==> config.mk <==
export PLATFORM = sky130hd
export DESIGN_NAME = swv_dac_sequencer
export DESIGN_NICKNAME = d
export VERILOG_FILES = /design/src/rtl/swv_pkg.sv /design/src/rtl/swv_half_timer.sv /design/src/rtl/swv_dac_sequencer.sv
export SDC_FILE = /design/constraint.sdc
export NUM_CORES = 1
export LEC_CHECK = 0
export ABC_AREA = 1
export CAP_MARGIN = 30
export CORE_MARGIN = 1
export CORE_UTILIZATION = 45
export CTS_BUF_LIST = sky130_fd_sc_hd__clkbuf_4
export DETAILED_ROUTE_END_ITERATION = 6
export GPL_TIMING_DRIVEN = 0
export PLACE_DENSITY_LB_ADDON = 0.12
export SKIP_CTS_REPAIR_TIMING = 1
export SYNTH_ARGS = -nofsm -noshare
export SYNTH_HDL_FRONTEND = slang
export SYNTH_HIERARCHICAL = 1
export SYNTH_SLANG_ARGS = --single-unit
==> constraint.sdc <==
create_clock -name clk -period 8.1 [get_ports clk]
set_input_delay 1.62 -clock clk [delete_from_list [all_inputs] [get_ports clk]]
set_output_delay 1.62 -clock clk [all_outputs]
set_load 0.02 [all_outputs]
==> src/rtl/swv_pkg.sv <==
// Shared definitions for the square-wave-voltammetry DAC sequencer:
// default widths, the sequencer state encoding and the DAC saturation helper.
package swv_pkg;

  localparam int SWV_DW  = 16;
  localparam int SWV_HPW = 24;

  typedef enum logic [1:0] {
    ST_IDLE = 2'd0,
    ST_FWD  = 2'd1,
    ST_REV  = 2'd2,
    ST_FIN  = 2'd3
  } swv_state_e;

  // Clamp a DW+2 bit intermediate sum into the signed DW-bit DAC range.
  function automatic logic signed [SWV_DW-1:0] sat_dw(input logic signed [SWV_DW+1:0] v);
    logic signed [SWV_DW+1:0] max_w;
    logic signed [SWV_DW+1:0] min_w;
    max_w = {3'b000, {(SWV_DW-1){1'b1}}};
    min_w = {3'b111, {(SWV_DW-1){1'b0}}};
    if (v > max_w) begin
      sat_dw = max_w[SWV_DW-1:0];
    end else if (v < min_w) begin
      sat_dw = min_w[SWV_DW-1:0];
    end else begin
      sat_dw = v[SWV_DW-1:0];
    end
  endfunction

endpackage

==> src/rtl/swv_half_timer.sv <==
// Half-period timer: counts 0 .. hp-1 inside one square-wave half and flags
// the last cycle. The counter is reloaded to zero on every half entry and
// held at zero while the sequencer is not inside a half.
module swv_half_timer
  import swv_pkg::*;
#(
  parameter int HPW = SWV_HPW
) (
  input  logic           clk,
  input  logic           rst_n,
  input  logic           load,
  input  logic [HPW-1:0] half_period,
  output logic           tc
);

  localparam logic [HPW-1:0] ONE = {{(HPW-1){1'b0}}, 1'b1};

  logic [HPW-1:0] cnt_r;
  logic [HPW-1:0] hp_eff_s;

  // A programmed half period of zero behaves as a one-cycle half.
  always_comb begin
    if (half_period == '0) begin
      hp_eff_s = ONE;
    end else begin
      hp_eff_s = half_period;
    end
    tc = (cnt_r == (hp_eff_s - ONE));
  end

  // Cycle counter within the current half, restarted on half entry.
  always_ff @(posedge clk) begin
    if (!rst_n) begin
      cnt_r <= '0;
    end else if (load) begin
      cnt_r <= '0;
    end else begin
      cnt_r <= cnt_r + ONE;
    end
  end

endmodule

==> src/rtl/swv_dac_sequencer.sv <==
// Square-wave-voltammetry potential sequencer. Produces a staircase base
// potential with a superimposed square wave (forward half at base+dir*amp,
// reverse half at base-dir*amp) and strobes the ADC on the last cycle of
// each half. Configuration is captured at scan start.
module swv_dac_sequencer
  import swv_pkg::*;
#(
  parameter int DW  = SWV_DW,
  parameter int HPW = SWV_HPW
) (
  input  logic                  clk,
  input  logic                  rst_n,
  input  logic                  start,
  input  logic                  abort,
  input  logic signed [DW-1:0]  e_start,
  input  logic signed [DW-1:0]  e_end,
  input  logic        [DW-1:0]  e_step,
  input  logic        [DW-1:0]  e_amp,
  input  logic signed [DW-1:0]  e_rest,
  input  logic        [HPW-1:0] half_period,
  output logic signed [DW-1:0]  dac_code,
  output logic                  dac_valid,
  output logic                  fwd_sample,
  output logic                  rev_sample,
  output logic        [15:0]    step_idx,
  output logic                  busy,
  output logic                  done
);

  swv_state_e state_r, state_next_s;

  logic signed [DW-1:0] base_r, base_next_s;
  logic signed [DW-1:0] dac_code_r, dac_code_next_s;
  logic signed [DW-1:0] e_end_r, e_rest_r;
  logic        [DW-1:0] e_step_r, e_amp_r;
  logic        [HPW-1:0] hp_r;
  logic                 dir_neg_r;
  logic [15:0]          step_idx_r, step_idx_next_s;
  logic dac_valid_r, dac_valid_next_s;
  logic done_r, done_next_s;
  logic busy_r, busy_next_s;
  logic init_r;
  logic latch_s, timer_load_s, tc_s, enter_fin_s;

  logic signed [DW+1:0] base_w_s, amp_w_s, step_w_s, end_w_s;
  logic signed [DW+1:0] fwd_w_s, rev_w_s, nxt_base_w_s, nxt_fwd_w_s;
  logic signed [DW+1:0] st_base_w_s, st_amp_w_s, st_fwd_w_s;
  logic                 dir_neg_in_s, past_end_s;

  swv_half_timer #(.HPW(HPW)) u_half_timer (
    .clk         (clk),
    .rst_n       (rst_n),
    .load        (timer_load_s),
    .half_period (hp_r),
    .tc          (tc_s)
  );

  // Potential arithmetic in DW+2 bits so sums never wrap before saturation.
  always_comb begin
    base_w_s     = {{2{base_r[DW-1]}}, base_r};
    amp_w_s      = {2'b00, e_amp_r};
    step_w_s     = {2'b00, e_step_r};
    end_w_s      = {{2{e_end_r[DW-1]}}, e_end_r};
    fwd_w_s      = dir_neg_r ? (base_w_s - amp_w_s) : (base_w_s + amp_w_s);
    rev_w_s      = dir_neg_r ? (base_w_s + amp_w_s) : (base_w_s - amp_w_s);
    nxt_base_w_s = dir_neg_r ? (base_w_s - step_w_s) : (base_w_s + step_w_s);
    nxt_fwd_w_s  = dir_neg_r ? (nxt_base_w_s - amp_w_s) : (nxt_base_w_s + amp_w_s);
    past_end_s   = dir_neg_r ? (nxt_base_w_s < end_w_s) : (nxt_base_w_s > end_w_s);
    dir_neg_in_s = (e_end < e_start);
    st_base_w_s  = {{2{e_start[DW-1]}}, e_start};
    st_amp_w_s   = {2'b00, e_amp};
    st_fwd_w_s   = dir_neg_in_s ? (st_base_w_s - st_amp_w_s) : (st_base_w_s + st_amp_w_s);
  end

  // Next-state and next-output logic for the scan sequencer.
  always_comb begin
    state_next_s     = state_r;
    base_next_s      = base_r;
    step_idx_next_s  = step_idx_r;
    dac_code_next_s  = dac_code_r;
    dac_valid_next_s = 1'b0;
    done_next_s      = 1'b0;
    busy_next_s      = busy_r;
    latch_s          = 1'b0;
    timer_load_s     = 1'b1;
    enter_fin_s      = 1'b0;

    case (state_r)
      ST_IDLE: begin
        if (start && !abort) begin
          latch_s          = 1'b1;
          state_next_s     = ST_FWD;
          base_next_s      = e_start;
          step_idx_next_s  = 16'd0;
          dac_code_next_s  = sat_dw(st_fwd_w_s);
          dac_valid_next_s = 1'b1;
          busy_next_s      = 1'b1;
        end else if (init_r || (e_rest != dac_code_r)) begin
          // Rest potential is (re)loaded after reset or when it is reprogrammed.
          dac_code_next_s  = e_rest;
          dac_valid_next_s = 1'b1;
        end else begin
          dac_valid_next_s = 1'b0;
        end
      end
      ST_FWD: begin
        if (abort) begin
          enter_fin_s = 1'b1;
        end else if (tc_s) begin
          state_next_s     = ST_REV;
          dac_code_next_s  = sat_dw(rev_w_s);
          dac_valid_next_s = 1'b1;
        end else begin
          timer_load_s = 1'b0;
        end
      end
      ST_REV: begin
        if (abort) begin
          enter_fin_s = 1'b1;
        end else if (tc_s) begin
          if (past_end_s || (e_step_r == '0)) begin
            enter_fin_s = 1'b1;
          end else begin
            state_next_s     = ST_FWD;
            base_next_s      = nxt_base_w_s[DW-1:0];
            step_idx_next_s  = step_idx_r + 16'd1;
            dac_code_next_s  = sat_dw(nxt_fwd_w_s);
            dac_valid_next_s = 1'b1;
          end
        end else begin
          timer_load_s = 1'b0;
        end
      end
      ST_FIN: begin
        state_next_s = ST_IDLE;
      end
      default: begin
        state_next_s = ST_IDLE;
      end
    endcase

    // Common scan termination: return to rest and report completion.
    if (enter_fin_s) begin
      state_next_s     = ST_FIN;
      dac_code_next_s  = e_rest_r;
      dac_valid_next_s = 1'b1;
      done_next_s      = 1'b1;
      busy_next_s      = 1'b0;
    end else begin
      done_next_s = 1'b0;
    end
  end

  // State and registered output update.
  always_ff @(posedge clk) begin
    if (!rst_n) begin
      state_r     <= ST_IDLE;
      base_r      <= '0;
      step_idx_r  <= 16'd0;
      dac_code_r  <= '0;
      dac_valid_r <= 1'b0;
      done_r      <= 1'b0;
      busy_r      <= 1'b0;
      init_r      <= 1'b1;
    end else begin
      state_r     <= state_next_s;
      base_r      <= base_next_s;
      step_idx_r  <= step_idx_next_s;
      dac_code_r  <= dac_code_next_s;
      dac_valid_r <= dac_valid_next_s;
      done_r      <= done_next_s;
      busy_r      <= busy_next_s;
      init_r      <= 1'b0;
    end
  end

  // Scan configuration captured at start so mid-scan input changes are ignored.
  always_ff @(posedge clk) begin
    if (!rst_n) begin
      e_end_r   <= '0;
      e_rest_r  <= '0;
      e_step_r  <= '0;
      e_amp_r   <= '0;
      hp_r      <= '0;
      dir_neg_r <= 1'b0;
    end else if (latch_s) begin
      e_end_r   <= e_end;
      e_rest_r  <= e_rest;
      e_step_r  <= e_step;
      e_amp_r   <= e_amp;
      hp_r      <= half_period;
      dir_neg_r <= dir_neg_in_s;
    end else begin
      dir_neg_r <= dir_neg_r;
    end
  end

  assign dac_code   = dac_code_r;
  assign dac_valid  = dac_valid_r;
  assign done       = done_r;
  assign busy       = busy_r;
  assign step_idx   = step_idx_r;
  assign fwd_sample = (state_r == ST_FWD) && tc_s;
  assign rev_sample = (state_r == ST_REV) && tc_s;

endmodule

==> run summary <==
Share of the synthesized area in the top cell type - 0.2306
Post-Syn Area - 0.01450 mm^2
WS Path Type - flop to flop
DIE WIDTH - 181.5 um
Post-Syn Instances - 2269
Most numerous cell in the Yosys netlist - nand2_1
Area leader, netlist - dfxtp_1
RSZ-0062 raised after global routing - no
Vias in the first global route - 14.51k
Syn_area_per_cell - 6.389 um^2
CTS Buf Count - 17
H-tree depth - 4
Mapped Nets - 2488
Nets - 2651
Normalized max-slew margin - 0.4109
Switch share - 0.5535
Clk network pwr share - 0.090
Post-route ant nets - 0
Final hold vios - 0
Final setup violation count - 0
Height of the die - 181.5 um
Setup TNS - 0 ns
Hold path depth - 2
Fin crit period - 6.606 ns
Fmax - 0.1514 GHz
Io pins - 145
Total grt overflow - 0
Clock tree from TritonCTS - yes
Slowest stage cell on the critical path - clkbuf_1
Leakage - 7.658 nW
Clock latency on the worst-skew pair - 0.65 ns
Fin area - 0.01670 mm^2
Cell Pwr Density - 323.4 mW/mm^2
Placed cell area - 0.01644 mm^2
#FFs+latches synth - 167
Worst reg-to-reg path cell count - 35
Initial Utilization - 0.4582
Sequential share of power - 0.188
Worst path most repeated cell - nand2_1
Maximum VDD drop - 0.1755 mV
CP max FO - 10
Layout cells sized above 1 - 0.06217
P_int - 2.411 mW
Worst-Margin Slew - 0.8837 ns
Sink Count - 167
Final core area utilization - 0.5278
DR WL/cell - 17.80 um
Fin cells - 2850
CP Launch Type - flop
Placed Cells - 2815
Vias per cell - 5.358
Via count - 15.27k
DP HPWL - 42.36 mm
Number of synthesized flops with an enable pin - 0
Drt pass-1 iters - 5
Critical path arrival - 7.20 ns
Crit-path max cell delay - 0.65 ns
Comb power frac - 0.723
GRT Total Usage - 0.3095
Worst setup EP type - flop
Synth unique cells - 64
Routability cong. - 0.9915
P&R area growth vs syn - 15.18%
Sequential element share of the synthesized area - 0.2306
Fin crit share - 0.8155
Clk pin slew, worst setup/hold paths - 0.17 ns
Cell row count - 65
First-pass GRT wire length - 78.69 mm
CTS Root Cell - clkbuf_4
Commonest cells in the synthesized netlist - nand2_1 (575), inv_1 (282), a21oi_1 (196), dfxtp_1 (167), nor2_1 (163)
DRC viols - 0
Max Cap Viol - 0
Synth warnings - 6
Clock tree buffer depth - 2
Antenna violations before repair - 3
First-iteration detailed-routing DRC count - 1169
Largest net degree at the start of global routing - 17
Hold Crit Class - flop to flop
Top post-synthesis cells by area - dfxtp_1 (23%), nand2_1 (15%), ha_1 (9.2%)
Worst reg2reg setup slack - 1.49 ns
Core area - 0.03164 mm^2
Area of the die - 0.03294 mm^2
Clk_skew - 0.03161 ns
CP Data Required Time - 8.70 ns
Switch Pwr - 2.988 mW
Routed WL - 50.72 mm
Status - finished clean
Fraction of registers with async set/reset - 0
# port buffers - 144
Top_reg_cell synth - dfxtp_1
Final Max Slew Viols - 0
## path summary, 6_finish.rpt
check / start / end
max reg2reg: dir_neg_r / dac_code[10]
min reg2reg: e_rest_r[12] / e_rest_r[12]
min: e_rest_r[12] / e_rest_r[12]
max: dir_neg_r / dac_code[10]
## logic make-up after synthesis
family | after synthesis | share of synthesized area
and+or+nand+nor | 1065 | 0.3342
AOI/OAI and AO/OA | 431 | 0.1605
buffers and inverters | 365 | 0.09822
DFF | 167 | 0.2306
xor gates and xnor gates | 130 | 0.07854
adders and majority gates | 111 | 0.09788
## metal layers
metal | up-vias | global-route usage | wire (um)
met5 | - | 0 | 0
li1 | 7744 | - | -
met1 | 7074 | 0.4194 | 23850
met2 | 399 | 0.5083 | 22920
met3 | 54 | 0.05395 | 3084
met4 | 0 | 0.07322 | 853
## area by class of cell
cell class / instances / area (um^2)
tap: 402 / 503.0
buffer: 71 / 317.8
inverter: 294 / 1106
sequential: 167 / 3343
clock inverter: 14 / 113.9
clock buffer: 18 / 135.1
antenna: 3 / 7.507
multi-input combinational: 1737 / 9729
fill: 3366 / 14940
timing repair buffer: 144 / 1441
## power by group through the flow
stage / Sequential (mW) / Combinational, mW / Clock [mW]
global route: 1.03 / 4.35 / 0.524
global placement: 1.03 / 3.80 / 0
finish: 1.01 / 3.90 / 0.485
detailed placement: 1.03 / 3.82 / 0
CTS: 1.01 / 3.85 / 0.490
floorplan: 1.04 / 2.74 / 0
## flip-flops by register name, summed over array words and instances, names as in the netlist, 16 cells and up
register            cells
e_amp_r                16
e_rest_r               16
e_end_r                16
u_half_timer/cnt_r     24
step_idx               16
dac_code               16
e_step_r               16
hp_r                   24
base_r                 16
## placed cells by master, fill, tap and decap left out, types with 4 or more instances in the layout
cell type / Yosys / layout
clkbuf_1: 54 / 54
nor2_4: 10 / 10
nor3_1: 30 / 30
xnor2_1: 43 / 43
a31oi_1: 30 / 30
inv_6: 0 / 5
o21bai_1: 7 / 7
nand2_1: 575 / 575
dfxtp_1: 167 / 167
clkdlybuf4s50_1: 0 / 144
fa_1: 4 / 4
nor2_2: 22 / 22
inv_2: 7 / 7
o21ai_0: 152 / 152
nand4_1: 28 / 28
nand2_2: 13 / 13
o21ai_1: 9 / 9
nor4_1: 10 / 10
a21o_1: 6 / 6
a211oi_1: 5 / 5
o31ai_1: 5 / 5
nand3_2: 18 / 18
inv_1: 282 / 282
a21oi_1: 196 / 196
or2_2: 16 / 16
nand2_4: 5 / 5
nor2_1: 163 / 163
clkinv_1: 4 / 5
buf_2: 8 / 8
clkbuf_4: 0 / 18
xor2_1: 87 / 87
ha_1: 107 / 107
buf_6: 5 / 5
nand3_1: 152 / 152
## per-stage QoR
step / power [mW] / hold WS (ns) / setup slack, ns
3_3_place_gp: 4.830 / 0.4388 / 0.9208
3_5_place_dp: 4.853 / 0.4456 / 0.9533
4_1_cts: 5.351 / 0.4669 / 1.644
2_1_floorplan: 3.773 / 0.4297 / 2.838
5_1_grt: 5.900 / 0.4774 / 1.036
6_report: 5.399 / 0.4677 / 1.494
## critical path, delay by kind of cell (launching register included)
kind | cells | cell delay [ns]
compound gates | 3 | 0.86
flops | 1 | 0.35
xor+xnor | 2 | 0.59
fa+ha+maj | 2 | 0.64
buf+inv | 5 | 1.61
simple gates | 23 | 2.55
Power figures use the tool's default switching activity.
